--- config.mk ---
export PLATFORM = sky130hd
export DESIGN_NAME = layer_seq_flat
export DESIGN_NICKNAME = d
export VERILOG_FILES = /design/src/rtl/layer_pkg.sv /design/src/rtl/layer_seq_if.sv /design/src/rtl/phase_watchdog.sv /design/src/rtl/layer_seq.sv /design/src/flat_wrapper.sv
export SDC_FILE = /design/constraint.sdc
export NUM_CORES = 1
export LEC_CHECK = 0
export ABC_AREA = 1
export ABC_CLOCK_PERIOD_IN_PS = 3700
export BUFFER_PORTS_ARGS = -buffer_cell sky130_fd_sc_hd__buf_2
export CAP_MARGIN = 20
export CORE_UTILIZATION = 40
export CTS_BUF_LIST = sky130_fd_sc_hd__clkbuf_8
export DETAILED_ROUTE_END_ITERATION = 12
export GPL_TIMING_DRIVEN = 0
export SLEW_MARGIN = 15
export SYNTH_ARGS = -nofsm -noshare
export SYNTH_HDL_FRONTEND = slang
export SYNTH_SLANG_ARGS = --single-unit
--- constraint.sdc ---
create_clock -name clk -period 3.7 [get_ports clk]
set_input_delay 0.37 -clock clk [delete_from_list [all_inputs] [get_ports clk]]
set_output_delay 0.37 -clock clk [all_outputs]
set_load 0.05 [all_outputs]
--- src/rtl/layer_pkg.sv ---
// Shared types and default constants for the layer output-channel sequencer.
package layer_pkg;

    localparam int DEF_MAX_OC  = 8;
    localparam int DEF_CH_SIZE = 196;
    localparam int DEF_TIMEOUT = 4096;

    typedef enum logic [2:0] {
        ST_IDLE = 3'd0,
        ST_LOAD = 3'd1,
        ST_CONV = 3'd2,
        ST_POOL = 3'd3,
        ST_NEXT = 3'd4,
        ST_FIN  = 3'd5,
        ST_ERR  = 3'd6
    } layer_state_t;

    // Limit a requested channel count (minus one) to the supported range.
    function automatic int unsigned clamp_oc(input int unsigned cfg, input int unsigned max_oc);
        if (cfg >= max_oc) begin
            return max_oc - 32'd1;
        end else begin
            return cfg;
        end
    endfunction

endpackage

--- src/rtl/layer_seq_if.sv ---
// Engine-side bundle of the sequencer: per-phase req/done pairs plus the
// channel index and output store base handed to the engines.
interface layer_seq_if #(
    parameter int OC_W         = 3,
    parameter int STORE_ADDR_W = 10
) ();
    logic                    kload_req;
    logic                    kload_done;
    logic                    conv_req;
    logic                    conv_done;
    logic                    pool_req;
    logic                    pool_done;
    logic [OC_W-1:0]         out_c;
    logic [STORE_ADDR_W-1:0] store_base;

    modport master (
        output kload_req, conv_req, pool_req, out_c, store_base,
        input  kload_done, conv_done, pool_done
    );

    modport slave (
        input  kload_req, conv_req, pool_req, out_c, store_base,
        output kload_done, conv_done, pool_done
    );
endinterface

--- src/rtl/phase_watchdog.sv ---
// Per-phase cycle counter. `expired` rises during the TIMEOUT-th cycle of a
// phase, so the sequencer leaves the phase as the count reaches TIMEOUT.
module phase_watchdog #(
    parameter int TIMEOUT = 4096,
    parameter int TO_W    = $clog2(TIMEOUT + 1)
) (
    input  logic clk,
    input  logic rst,
    input  logic clear,
    input  logic enable,
    output logic expired
);
    logic [TO_W-1:0] cnt_r;

    assign expired = enable && (cnt_r == TO_W'(TIMEOUT - 1));

    // Count cycles spent in a handshake phase; restart on every phase change.
    always_ff @(posedge clk) begin
        if (rst) begin
            cnt_r <= {TO_W{1'b0}};
        end else if (clear) begin
            cnt_r <= {TO_W{1'b0}};
        end else if (enable && !expired) begin
            cnt_r <= cnt_r + TO_W'(1);
        end else begin
            cnt_r <= cnt_r;
        end
    end
endmodule

--- src/rtl/layer_seq.sv ---
// Output-channel sequencer for one CNN layer: per channel runs kernel/bias
// load, convolution and (optionally) pooling via req/done handshakes, with a
// per-phase watchdog. Optional pooling is enabled by LAYER_SEQ_POOL_EN.
module layer_seq
    import layer_pkg::*;
#(
    parameter int MAX_OC       = DEF_MAX_OC,
    parameter int OC_W         = $clog2(MAX_OC),
    parameter int STORE_ADDR_W = 10,
    parameter int CH_SIZE      = DEF_CH_SIZE,
    parameter int TIMEOUT      = DEF_TIMEOUT,
    parameter int TO_W         = $clog2(TIMEOUT + 1)
) (
    input  logic            clk,
    input  logic            rst,
    input  logic            start,
    input  logic [OC_W-1:0] cfg_oc,
    output logic            busy,
    output logic            done,
    output logic            err,
    layer_seq_if.master     eng
);
    layer_state_t            state_r;
    layer_state_t            state_s;
    logic [OC_W-1:0]         cfg_r;
    logic [OC_W-1:0]         out_c_r;
    logic [STORE_ADDR_W-1:0] base_r;
    logic                    accept_s;
    logic                    phase_s;
    logic                    expired_s;

    assign accept_s = start && ((state_r == ST_IDLE) || (state_r == ST_ERR));
    assign phase_s  = (state_r == ST_LOAD) || (state_r == ST_CONV) || (state_r == ST_POOL);

    phase_watchdog #(
        .TIMEOUT (TIMEOUT),
        .TO_W    (TO_W)
    ) u_wdog (
        .clk     (clk),
        .rst     (rst),
        .clear   (state_s != state_r),
        .enable  (phase_s),
        .expired (expired_s)
    );

    // Next-state selection; a done arriving in the expiry cycle still wins.
    always_comb begin
        state_s = state_r;
        case (state_r)
            ST_IDLE, ST_ERR: begin
                if (start) state_s = ST_LOAD;
                else       state_s = state_r;
            end
            ST_LOAD: begin
                if (eng.kload_done)  state_s = ST_CONV;
                else if (expired_s)  state_s = ST_ERR;
                else                 state_s = ST_LOAD;
            end
            ST_CONV: begin
`ifdef LAYER_SEQ_POOL_EN
                if (eng.conv_done)   state_s = ST_POOL;
`else
                if (eng.conv_done)   state_s = ST_NEXT;
`endif
                else if (expired_s)  state_s = ST_ERR;
                else                 state_s = ST_CONV;
            end
            ST_POOL: begin
`ifdef LAYER_SEQ_POOL_EN
                if (eng.pool_done)   state_s = ST_NEXT;
                else if (expired_s)  state_s = ST_ERR;
                else                 state_s = ST_POOL;
`else
                state_s = ST_IDLE;
`endif
            end
            ST_NEXT: begin
                if (out_c_r == cfg_r) state_s = ST_FIN;
                else                  state_s = ST_LOAD;
            end
            ST_FIN:  state_s = ST_IDLE;
            default: state_s = ST_IDLE;
        endcase
    end

    // State, latched channel count, channel index and incremental store base.
    always_ff @(posedge clk) begin
        if (rst) begin
            state_r <= ST_IDLE;
            cfg_r   <= {OC_W{1'b0}};
            out_c_r <= {OC_W{1'b0}};
            base_r  <= {STORE_ADDR_W{1'b0}};
        end else begin
            state_r <= state_s;
            if (accept_s) begin
                cfg_r   <= OC_W'(clamp_oc(32'(cfg_oc), 32'(MAX_OC)));
                out_c_r <= {OC_W{1'b0}};
                base_r  <= {STORE_ADDR_W{1'b0}};
            end else if ((state_r == ST_NEXT) && (out_c_r != cfg_r)) begin
                cfg_r   <= cfg_r;
                out_c_r <= out_c_r + OC_W'(1);
                base_r  <= base_r + STORE_ADDR_W'(CH_SIZE);
            end else begin
                cfg_r   <= cfg_r;
                out_c_r <= out_c_r;
                base_r  <= base_r;
            end
        end
    end

    assign busy           = (state_r != ST_IDLE) && (state_r != ST_ERR);
    assign done           = (state_r == ST_FIN);
    assign err            = (state_r == ST_ERR);
    assign eng.kload_req  = (state_r == ST_LOAD);
    assign eng.conv_req   = (state_r == ST_CONV);
`ifdef LAYER_SEQ_POOL_EN
    assign eng.pool_req   = (state_r == ST_POOL);
`else
    logic unused_pool_done;
    assign eng.pool_req   = 1'b0;
    assign unused_pool_done = eng.pool_done;
`endif
    assign eng.out_c      = out_c_r;
    assign eng.store_base = base_r;
endmodule

--- src/flat_wrapper.sv ---
// flat-port wrapper written by rule: the top's interface ports become plain ports
module layer_seq_flat import layer_pkg::*;
#(
    parameter int MAX_OC       = DEF_MAX_OC,
    parameter int OC_W         = $clog2(MAX_OC),
    parameter int STORE_ADDR_W = 10,
    parameter int CH_SIZE      = DEF_CH_SIZE,
    parameter int TIMEOUT      = DEF_TIMEOUT,
    parameter int TO_W         = $clog2(TIMEOUT + 1)
)
  (clk, rst, start, cfg_oc, busy, done, err, eng_kload_req, eng_conv_req, eng_pool_req, eng_out_c, eng_store_base, eng_kload_done, eng_conv_done, eng_pool_done);
  layer_seq_if #(.OC_W(OC_W), .STORE_ADDR_W(STORE_ADDR_W)) eng_i ();
  input  logic clk;
  input  logic rst;
  input  logic start;
  input  logic [OC_W-1:0] cfg_oc;
  output logic busy;
  output logic done;
  output logic err;
  output wire logic [$bits(eng_i.kload_req)-1:0] eng_kload_req;
  output wire logic [$bits(eng_i.conv_req)-1:0] eng_conv_req;
  output wire logic [$bits(eng_i.pool_req)-1:0] eng_pool_req;
  output wire logic [$bits(eng_i.out_c)-1:0] eng_out_c;
  output wire logic [$bits(eng_i.store_base)-1:0] eng_store_base;
  input wire logic [$bits(eng_i.kload_done)-1:0] eng_kload_done;
  input wire logic [$bits(eng_i.conv_done)-1:0] eng_conv_done;
  input wire logic [$bits(eng_i.pool_done)-1:0] eng_pool_done;
  assign eng_kload_req = eng_i.kload_req;
  assign eng_conv_req = eng_i.conv_req;
  assign eng_pool_req = eng_i.pool_req;
  assign eng_out_c = eng_i.out_c;
  assign eng_store_base = eng_i.store_base;
  assign eng_i.kload_done = eng_kload_done;
  assign eng_i.conv_done = eng_conv_done;
  assign eng_i.pool_done = eng_pool_done;
  layer_seq #(.MAX_OC(MAX_OC), .OC_W(OC_W), .STORE_ADDR_W(STORE_ADDR_W), .CH_SIZE(CH_SIZE), .TIMEOUT(TIMEOUT), .TO_W(TO_W)) u_core (.clk(clk), .rst(rst), .start(start), .cfg_oc(cfg_oc), .busy(busy), .done(done), .err(err), .eng(eng_i));
endmodule
==> results.sh <==
export IMPL_status="completed"
export IMPL_synth_warnings=0
export IMPL_io_pins=28
export IMPL_track_usage_pct=14.5
export IMPL_arrival_ps=2040
export IMPL_drt_total_wl_um=3250
export IMPL_synthFlopType="dfxtp_1"
export IMPL_grt_pass1_vias=1382
export IMPL_p_sw_share_pct=24.3
export IMPL_place_ws_ps=1820
export IMPL_r2r_end="u_core.u_wdog.cnt_r[8]"
export IMPL_start_kind="flop"
export IMPL_worstSetupStartpoint="u_core.u_wdog.cnt_r[0]"
export IMPL_crit_fanout=10
export IMPL_synthMuxAreaShare_pct=0.553
export IMPL_antenna_left=0
export IMPL_synth_fa_ha_area_share_pct=2.07
export IMPL_cts_repair_resized=0
export IMPL_ys_ff_latch=30
export IMPL_grt_max_degree=11
export IMPL_place_port_buffers=22
export IMPL_p_sw_uw=208
export IMPL_fp_row_count=24
export IMPL_synth_most_common_cell="nand2_1"
export IMPL_hold_buffers=0
export IMPL_grt_ovfl_total=0
export IMPL_r2r_slack_ps=1830
export IMPL_leakage_uw=0.000953
export IMPL_design_core_area_mm2=0.00435
export IMPL_synth_top_area_cell="dfxtp_1"
export IMPL_syn_inst=266
export IMPL_synth_compound_area_share_pct=7.68
export IMPL_cts_tree="yes"
export IMPL_postCtsSetupBuffers=0
export IMPL_drt_pass1_iter_count=4
export IMPL_power_frac_comb_pct=12.6
export IMPL_layout_min_cycle_time_ps=1870
export IMPL_cts_root_buf="clkbuf_8"
export IMPL_ys_types=31
export IMPL_setup_ws_ps=1830
export IMPL_fin_tns_setup_ps=0
export IMPL_power_density_mw_per_mm2=402
export IMPL_crit_path_end="u_core.u_wdog.cnt_r[8]"
export IMPL_max_cap_violations=0
export IMPL_p_int_uw=649
export IMPL_setup_viol=0
export IMPL_fin_skew_ps=5.49
export IMPL_cp_data_required_time_ps=3870
export IMPL_synth_simple_area_share_pct=37.6
export IMPL_endpoint_kind="flop"
export IMPL_n_antenna_cell=0
export IMPL_grt_first_pass_wirelength_um=5680
export IMPL_die_area_mm2=0.00480
export IMPL_synth_area_top_cells="dfxtp_1 33%, nand2_1 15%, inv_1 8.1%, nor2_4 7.5%, nor2_1 5.4%"
export IMPL_reg2regPathDepth=11
export IMPL_syn_avg_cell_area_um2=6.80
export IMPL_crit_type="reg2reg"
export IMPL_ys_seq_area_share_pct=33.2
export IMPL_clkLatencyLatePin_ps=280
export IMPL_drive_above_1_share_pct=23.2
export IMPL_wire_per_inst_um=9.27
export IMPL_routed_via_density=4.41
export IMPL_die_w_um=69.3
export IMPL_synth_top_family_by_area="simple AND/OR/NAND/NOR gates"
export IMPL_drv_slew=0
export IMPL_synthXorXnorAreaFrac_pct=5.33
export IMPL_min_path_type="in2reg"
export IMPL_drtIter0Drc=58
export IMPL_die_h_um=69.3
export IMPL_seqPwrFrac_pct=39.2
export IMPL_cts_made_buffers=5
export IMPL_reg2reg_from="u_core.u_wdog.cnt_r[0]"
export IMPL_clk_pin_slew_ps=70
export IMPL_fmax_mhz=534
export IMPL_period_share_pct=50.6
export IMPL_numClockSinks=30
export IMPL_antenna_found_initial=0
export IMPL_synth_edff_count=0
export IMPL_synthDominantCellAreaShare_pct=33.2
export IMPL_htreeDepth=2
export IMPL_dpl_hpwl_um=2430
export IMPL_nets=309
export IMPL_p_clk_share_pct=48.3
export IMPL_n_fill_cell=443
export IMPL_max_vdd_ir_drop_uv=147
export IMPL_drc=0
export IMPL_netlist_area_mm2=0.00181
export IMPL_vias=1543
export IMPL_hold_violations=0
export IMPL_start_util_pct=41.6
export IMPL_async_flop_share_pct=0
export IMPL_grt_setup_unrepaired="false"
export IMPL_fin_util_pct=49.0
export IMPL_yosys_top_cells_count="72 x nand2_1, 39 x inv_1, 30 x dfxtp_1"
export IMPL_gp_congestion=0.849
export IMPL_area_growth_pct=18.0
export IMPL_cts_buffer_depth=2
-- area by class of cell --
type,count,area (um2),share of cell area (%)
Sequential cell,30,601,28.1
Multi-Input combinational cell,184,975,45.7
Tap cell,52,65.1,3.05
Clock inverter,2,60.1,2.81
Buffer,8,68.8,3.22
Inverter,46,173,8.09
Timing Repair Buffer,22,110,5.16
Clock buffer,6,82.6,3.87
-- power groups by stage --
stage                     combinational, uW  clock, uW  sequential (uW)
after global placement                  108          0              343
final                                   108        414              336
after floorplan                        88.4          0              343
after detailed placement                108          0              343
after global routing                    119        438              336
after CTS                               109        424              336
-- worst min-delay path by stage --
stage	start	to	slack, ps	cells past startpoint
6_report	cfg_oc[2]	u_core.cfg_r[2]	330	3
5_1_grt	cfg_oc[1]	u_core.cfg_r[1]	350	3
4_1_cts	cfg_oc[2]	u_core.cfg_r[2]	330	3
3_5_place_dp	u_core.u_wdog.cnt_r[12]	u_core.u_wdog.cnt_r[12]	460	2
3_3_place_gp	u_core.u_wdog.cnt_r[12]	u_core.u_wdog.cnt_r[12]	460	2
2_1_floorplan	u_core.u_wdog.cnt_r[12]	u_core.u_wdog.cnt_r[12]	440	2
-- stage by stage --
step           power, uW  hold slack (ps)  instance area [um2]  cells
5_1_grt              893              345                 2130    350
4_1_cts              868              325                 2130    350
2_1_floorplan        431              436                 1820    268
3_3_place_gp         451              456                 1990    342
3_5_place_dp         451              459                 1990    342
6_report             857              329                 2130    350
-- state kept, by name, summed over array words and instances (netlist names) --
signal	cells
u_core.cfg_r	3
u_core.eng.out_c	3
u_core.state_r	3
u_core.eng.store_base	8
u_core.u_wdog.cnt_r	13
-- worst max-delay path, stage by stage, from the launching register on --
cell and delay, ps:
dfxtp_1 380, ha_1 260, nand3_1 170, nor2_4 190, nand3_2 130, nand2_1 110
nand3_1 70, nand2_1 80, inv_2 40, nand2_2 110, buf_12 190, nor2_4 30
-- cells by family (layout without fill, tap and decap cells) --
logic type / after synthesis / in the layout
flops: 30 / 30
simple gates: 141 / 141
xor+xnor: 11 / 11
fa+ha+maj: 3 / 3
compound gates: 25 / 25
mux: 1 / 1
buf+inv: 54 / 84
other cells: 1 / 3
-- metal layers --
layer,part of all wire [%],GRT usage (%),vias up
li1,-,-,860
met1,54,18.5,657
met2,41,22.4,19
met3,3.0,3.49,7
met4,2.2,8.16,0
met5,0,0,-
-- placed cells by master (no fill, tap or decap), drive strengths merged, types with 8 or more instances in the layout --
master and count:
nand2 75, inv 46, nor2 42, dfxtp 30
buf 30, a21oi 13, nand3 13, o21ai 9
nor3 8
Note: power is estimated with default switching activity, not from simulation.
